[config.mk]
export PLATFORM = sky130hd
export DESIGN_NAME = tk3_key_schedule_flat
export DESIGN_NICKNAME = d
export VERILOG_FILES = /design/src/rtl/tk3_key_schedule_pkg.sv /design/src/rtl/tk3_key_schedule_if.sv /design/src/rtl/tk3_key_schedule_key_expansion.sv /design/src/rtl/tk3_key_schedule.sv /design/src/flat_wrapper.sv
export SDC_FILE = /design/constraint.sdc
export NUM_CORES = 1
export LEC_CHECK = 0
export ABC_AREA = 1
export CELL_PAD_IN_SITES_DETAIL_PLACEMENT = 0
export CELL_PAD_IN_SITES_GLOBAL_PLACEMENT = 2
export CORE_MARGIN = 8
export CORE_UTILIZATION = 30
export CTS_BUF_LIST = sky130_fd_sc_hd__clkbuf_4 sky130_fd_sc_hd__clkbuf_8
export DETAILED_ROUTE_END_ITERATION = 16
export PLACE_DENSITY = 0.88
export SETUP_SLACK_MARGIN = 0.05
export SLEW_MARGIN = 0
export SYNTH_ARGS = -nofsm -noshare
export SYNTH_HDL_FRONTEND = slang
export SYNTH_SLANG_ARGS = --single-unit
[constraint.sdc]
create_clock -name clk -period 2.2 [get_ports clk]
set_clock_uncertainty 0.1 [all_clocks]
set_input_delay 0.33 -clock clk [delete_from_list [all_inputs] [get_ports clk]]
set_output_delay 0.33 -clock clk [all_outputs]
set_load 0.01 [all_outputs]
[src/rtl/tk3_key_schedule_pkg.sv]
// Shared types and constants for the masked SKINNY-128-384+ TK3 schedule.
package tk3_key_schedule_pkg;

  localparam int SKINNY_ROUNDS = 40;
  localparam int TK_W = 128;
  localparam int RK_W = 64;

  typedef enum logic [1:0] {
    IDLE,
    RUN,
    DONE
  } state_t;

  // Cell permutation applied each round: new cell i = old cell PT[i].
  localparam int PT [16] = '{
    9, 15, 8, 13, 10, 14, 12, 11,
    0, 1, 2, 3, 4, 5, 6, 7
  };

  function automatic logic [7:0] lfsr3(input logic [7:0] x);
    return {x[0] ^ x[6], x[7:1]};
  endfunction

endpackage

[src/rtl/tk3_key_schedule_if.sv]
// Handshake bundle between the round function and the TK3 key schedule.
interface tk3_key_schedule_if
  import tk3_key_schedule_pkg::*;
#(
  parameter int CNT_W = 6
);

  logic             key_load;
  logic [TK_W-1:0]  key_s0;
  logic [TK_W-1:0]  key_s1;
  logic             start;
  logic             step;
  logic [RK_W-1:0]  rk_s0;
  logic [RK_W-1:0]  rk_s1;
  logic [CNT_W-1:0] round_cnt;
  logic             busy;
  logic             done;

  modport master (
    output key_load, key_s0, key_s1,
    output start, step,
    input  rk_s0, rk_s1, round_cnt,
    input  busy, done
  );

  modport slave (
    input  key_load, key_s0, key_s1,
    input  start, step,
    output rk_s0, rk_s1, round_cnt,
    output busy, done
  );

endinterface

[src/rtl/tk3_key_schedule_key_expansion.sv]
// One TK3 round update: cell permutation then LFSR on the top two rows.
module tk3_key_schedule_key_expansion
  import tk3_key_schedule_pkg::*;
(
  input  logic [TK_W-1:0] tk,
  output logic [TK_W-1:0] tk_next
);

  logic [TK_W-1:0] perm;

  always_comb begin
    perm = '0;
    for (int i = 0; i < 16; i++) begin
      perm[127-8*i -: 8] = tk[127-8*PT[i] -: 8];
    end
    tk_next = perm;
    for (int i = 0; i < 8; i++) begin
      tk_next[127-8*i -: 8] = lfsr3(perm[127-8*i -: 8]);
    end
  end

endmodule

[src/rtl/tk3_key_schedule.sv]
// DOM1 two-share TK3 tweakey schedule; rewinds to the master key per block.
module tk3_key_schedule
  import tk3_key_schedule_pkg::*;
#(
  parameter int ROUNDS = SKINNY_ROUNDS,
  parameter int CNT_W  = 6
) (
  input logic clk,
  input logic rst_n,
  tk3_key_schedule_if.slave bus
);

  state_t state, state_d;

  logic [TK_W-1:0] m0, m1, w0, w1;
  logic [TK_W-1:0] m0_d, m1_d, w0_d, w1_d;
  logic [TK_W-1:0] x0, x1;
  logic [CNT_W-1:0] cnt, cnt_d;
  logic busy, done;

  // Each share expands on its own; the update is linear so no mixing is needed.
  tk3_key_schedule_key_expansion u_kx0 (
    .tk      (w0),
    .tk_next (x0)
  );

  tk3_key_schedule_key_expansion u_kx1 (
    .tk      (w1),
    .tk_next (x1)
  );

  always_ff @(posedge clk) begin
    if (!rst_n) begin
      state <= IDLE;
      m0    <= '0;
      m1    <= '0;
      w0    <= '0;
      w1    <= '0;
      cnt   <= '0;
    end else begin
      state <= state_d;
      m0    <= m0_d;
      m1    <= m1_d;
      w0    <= w0_d;
      w1    <= w1_d;
      cnt   <= cnt_d;
    end
  end

  always_comb begin
    state_d = state;
    m0_d    = m0;
    m1_d    = m1;
    w0_d    = w0;
    w1_d    = w1;
    cnt_d   = cnt;
    busy    = 1'b0;
    done    = 1'b0;
    unique case (state)
      IDLE: begin
        if (bus.key_load) begin
          m0_d = bus.key_s0;
          m1_d = bus.key_s1;
          w0_d = bus.key_s0;
          w1_d = bus.key_s1;
        end else if (bus.start) begin
          cnt_d   = '0;
          state_d = RUN;
        end
      end
      RUN: begin
        busy = 1'b1;
        if (bus.step) begin
          w0_d = x0;
          w1_d = x1;
          if (cnt == CNT_W'(ROUNDS - 1)) begin
            state_d = DONE;
          end else begin
            cnt_d = cnt + CNT_W'(1);
          end
        end
      end
      DONE: begin
        done    = 1'b1;
        w0_d    = m0;
        w1_d    = m1;
        cnt_d   = '0;
        state_d = IDLE;
      end
      default: state_d = IDLE;
    endcase
  end

  assign bus.rk_s0     = w0[TK_W-1 -: RK_W];
  assign bus.rk_s1     = w1[TK_W-1 -: RK_W];
  assign bus.round_cnt = cnt;
  assign bus.busy      = busy;
  assign bus.done      = done;

endmodule
[src/flat_wrapper.sv]
// flat-port wrapper written by rule: the top's interface ports become plain ports
module tk3_key_schedule_flat import tk3_key_schedule_pkg::*;
#(
  parameter int ROUNDS = SKINNY_ROUNDS,
  parameter int CNT_W  = 6
)
  (clk, rst_n, bus_key_load, bus_key_s0, bus_key_s1, bus_start, bus_step, bus_rk_s0, bus_rk_s1, bus_round_cnt, bus_busy, bus_done);
  tk3_key_schedule_if #(.CNT_W(CNT_W)) bus_i ();
  input logic clk;
  input logic rst_n;
  input wire logic [$bits(bus_i.key_load)-1:0] bus_key_load;
  input wire logic [$bits(bus_i.key_s0)-1:0] bus_key_s0;
  input wire logic [$bits(bus_i.key_s1)-1:0] bus_key_s1;
  input wire logic [$bits(bus_i.start)-1:0] bus_start;
  input wire logic [$bits(bus_i.step)-1:0] bus_step;
  output wire logic [$bits(bus_i.rk_s0)-1:0] bus_rk_s0;
  output wire logic [$bits(bus_i.rk_s1)-1:0] bus_rk_s1;
  output wire logic [$bits(bus_i.round_cnt)-1:0] bus_round_cnt;
  output wire logic [$bits(bus_i.busy)-1:0] bus_busy;
  output wire logic [$bits(bus_i.done)-1:0] bus_done;
  assign bus_i.key_load = bus_key_load;
  assign bus_i.key_s0 = bus_key_s0;
  assign bus_i.key_s1 = bus_key_s1;
  assign bus_i.start = bus_start;
  assign bus_i.step = bus_step;
  assign bus_rk_s0 = bus_i.rk_s0;
  assign bus_rk_s1 = bus_i.rk_s1;
  assign bus_round_cnt = bus_i.round_cnt;
  assign bus_busy = bus_i.busy;
  assign bus_done = bus_i.done;
  tk3_key_schedule #(.ROUNDS(ROUNDS), .CNT_W(CNT_W)) u_core (.clk(clk), .rst_n(rst_n), .bus(bus_i));
endmodule
==> results.txt, run 1 <==
status - completed
core area - 0.0800 mm2
WP depth - 12
Die W - 299 um
Data arrival, critical path - 2570 ps
DR vias/cell - 4.83
Inst Count DP - 4744
Initial Util - 30.1%
Worst path max stage delay - 340 ps
Relative slew margins - 68.3%
yosys warns - 0
Flop pwr share - 32.1%
Clock Power Share - 21.4%
CP max-delay cell - dfxtp_2
vias in the first global route - 22698
synth unique cells - 24
worst-margin pin slew - 476 ps
HP Class - in2reg
GRT Overall Usage - 19.9%
Sw Ratio - 42.1%
CP Class - reg2reg
CP endpoint kind - flop
commonest non-fill, non-tap cell in the layout - nor2_1
Max Buffers Root-to-Sink - 3
Remaining Overflow, GRT - 0
flip-flop and latch count after synthesis - 520
clock latency on the worst-skew pair - 710 ps
internal power of the cells - 27400 uW
chip height - 299 um
post-synth net total - 3854
FP Rows - 104
DRC viols - 0
iteration-0 DRC count of the detailed router - 1931
io pins - 397
max-slew violation count - 0
register-to-register setup slack - 120 ps
IO buf count - 396
Final GP Congestion - 0.826
final worst setup slack - 117 ps
Hold Vio Cnt, Final - 0
wire length per cell - 19.0 um
min cycle time layout - 2080 ps
fmax - 480 MHz
share of the synthesized area in the top cell type - 43.2%
Avg Cell Area, Syn - 6.72 um2
CP Launch Type - flop
sequential area share after synthesis - 43.2%
via count - 23848
DRT antenna net count - 0
worst r2r dst - u_core.w1[96]$_SDFFE_PN0P_
CTS sink cnt - 520
Peak VDD IR - 0.000638 V
combinational fraction of design power - 46.5%
Final Power - 47300 uW
Setup crit end - u_core.w1[96]$_SDFFE_PN0P_
largest net degree at the start of global routing - 84
Syn Inst Count - 3587
count of buffer and inverter cells on the critical path - 7
Nets - 4058
CTS clk-pin slew, worst paths - 60 ps
maximum capacitance violations - 0
cell accounting for the most synthesized area - dfxtp_1
H-tree depth - 3
RR Startpoint - u_core.state[0]$_SDFFE_PN0P_
Tcrit/Tclk final - 94.7%
Num CTS Buffers - 96
crit path launch - u_core.state[0]$_SDFFE_PN0P_
CP Cell Sequence - buf_4, ha_4, buf_6, inv_4, nor2_2, nor3_4, buf_6, clkinv_8, buf_12, clkbuf_16, nor2_1, nor2_1
most frequent cells in the layout - 1237 x nor2_1, 529 x nand2_1, 499 x dfxtp_1, 434 x o21ai_0, 309 x clkdlybuf4s50_1
Setup Viol. Count Final - 0
worst slack at placement - 77.6 ps
CTS tree - yes
Netlist Area Pre-Place - 0.0241 mm2
RSZ-0062 raised after global routing - true
R2R cell count - 12
P per Cell Area - 1520 mW/mm2
Leak Pwr - 0.0122 uW
top post-synthesis cells by area - dfxtp_1 43%, nor2_1 19%, o21ai_0 9.0%
CTS root buffer - clkbuf_8
Layout area overhead - 29.2%
Final HPWL DP - 63.3 mm
maximum fanout along the worst path - 23
Die ar. - 0.0897 mm2
Largest delay share family, worst path - buffers and inverters
Pre-antenna DRT Iters - 5
setup TNS - 0 ps
switching power - 19900 uW
Finished Layout Cells - 4935
Critical Path RT - 2690 ps
first-pass GRT wire length - 142 mm
ratio of cells with drive above 1 in the final layout - 9.30%
antenna violations before repair - 9
wirelength, routed - 93.8 mm
## logic make-up (layout without fill, tap and decap cells)
logic type / Yosys count / after routing / synth area share, %
compound gates: 813 / 813 / 18.1
fa+ha+maj: 6 / 6 / 0.311
other cells: 0 / 6 / 0
flops: 520 / 520 / 43.2
simple gates: 1817 / 1817 / 28.6
xor+xnor: 2 / 2 / 0.0727
buf+inv: 429 / 711 / 9.65
## tightest hold or removal path: cells and delay by family
kind	cells	cell delay, ps
compound gates	1	160
buf+inv	1	410
simple gates	1	40
## registers in the layout, summed over array words and instances, names as in the netlist
register,cells
u_core.m0,128
u_core.m1,128
u_core.w0,128
u_core.w1,128
u_core.bus.round_cnt,6
u_core.state,2
## area by class of cell
type | instances | area [um2]
antenna | 6 | 15.0
timing repair buffer | 520 | 5700
sequential | 520 | 10400
fill | 8525 | 48900
inverter | 15 | 78.8
clock buffer | 163 | 2010
clock inverter | 13 | 108
multi-input combinational | 2638 | 11500
tap | 1060 | 1330
## per-stage QoR
step                      cell area (um2)  utilization [%]  hold slack, ps
final                               31100             38.9             177
after global routing                31100             38.9             133
after CTS                           30900             38.6             104
after floorplan                     24100                -             350
after detailed placement            28800             36.0             368
after global placement              28800             36.0             360
## power by group through the flow
stage	clock, uW	combinational, uW	sequential (uW)
global route	10800	24500	15600
floorplan	0	14600	14300
global placement	0	21900	15300
detailed placement	0	21900	15300
finish	10100	22000	15200
CTS	10400	21900	15200
## synthesized netlist by cell type (all sizes together)
cell type,instances
nor3,2
dfxtp,520
inv,15
nand3,27
nor2,1244
a21boi,2
clkbuf,155
o21ai,535
nand2,530
buf,259
a21oi,36
xnor2,2
ha,6
a31oi,240
or2,14
## layer usage
layer | wire length (um) | up-vias | global-route usage [%]
li1 | - | 11987 | -
met1 | 44100 | 11088 | 27.6
met2 | 42100 | 631 | 30.9
met4 | 2470 | 4 | 6.13
met5 | 27 | - | 0
met3 | 5050 | 138 | 3.92
## worst min-delay path by stage
| stage | slack (ps) | from | depth (start not counted) | to |
|---|---|---|---|---|
| 2_1_floorplan | 350 | u_core.m0[127]$_SDFFE_PN0N_ | 2 | u_core.m0[127]$_SDFFE_PN0N_ |
| 3_3_place_gp | 360 | u_core.m1[36]$_SDFFE_PN0N_ | 2 | u_core.m1[36]$_SDFFE_PN0N_ |
| 3_5_place_dp | 370 | u_core.m0[127]$_SDFFE_PN0N_ | 2 | u_core.m0[127]$_SDFFE_PN0N_ |
| 4_1_cts | 100 | bus_key_s0[12] | 3 | u_core.m0[12]$_SDFFE_PN0N_ |
| 5_1_grt | 130 | bus_key_s0[47] | 3 | u_core.m0[47]$_SDFFE_PN0N_ |
| 6_report | 180 | bus_key_s0[122] | 3 | u_core.m0[122]$_SDFFE_PN0N_ |
## timing repair
action	in CTS	in global routing
hold buffers	1	0
buffers inserted	4	2
setup endpoints to repair	88	67
hold endpoints to repair	30	0
gates resized for setup	103	42
pin swaps	1	1
cloned	1	1
No activity file was read; power rests on OpenSTA's default activity.
==> run 2, diff against run 1 <==
Settings changed: CAP_MARGIN set to 5.
==> results of run 2 <==
Same layout as run 1: the final DEF is identical, and so are final timing and power.
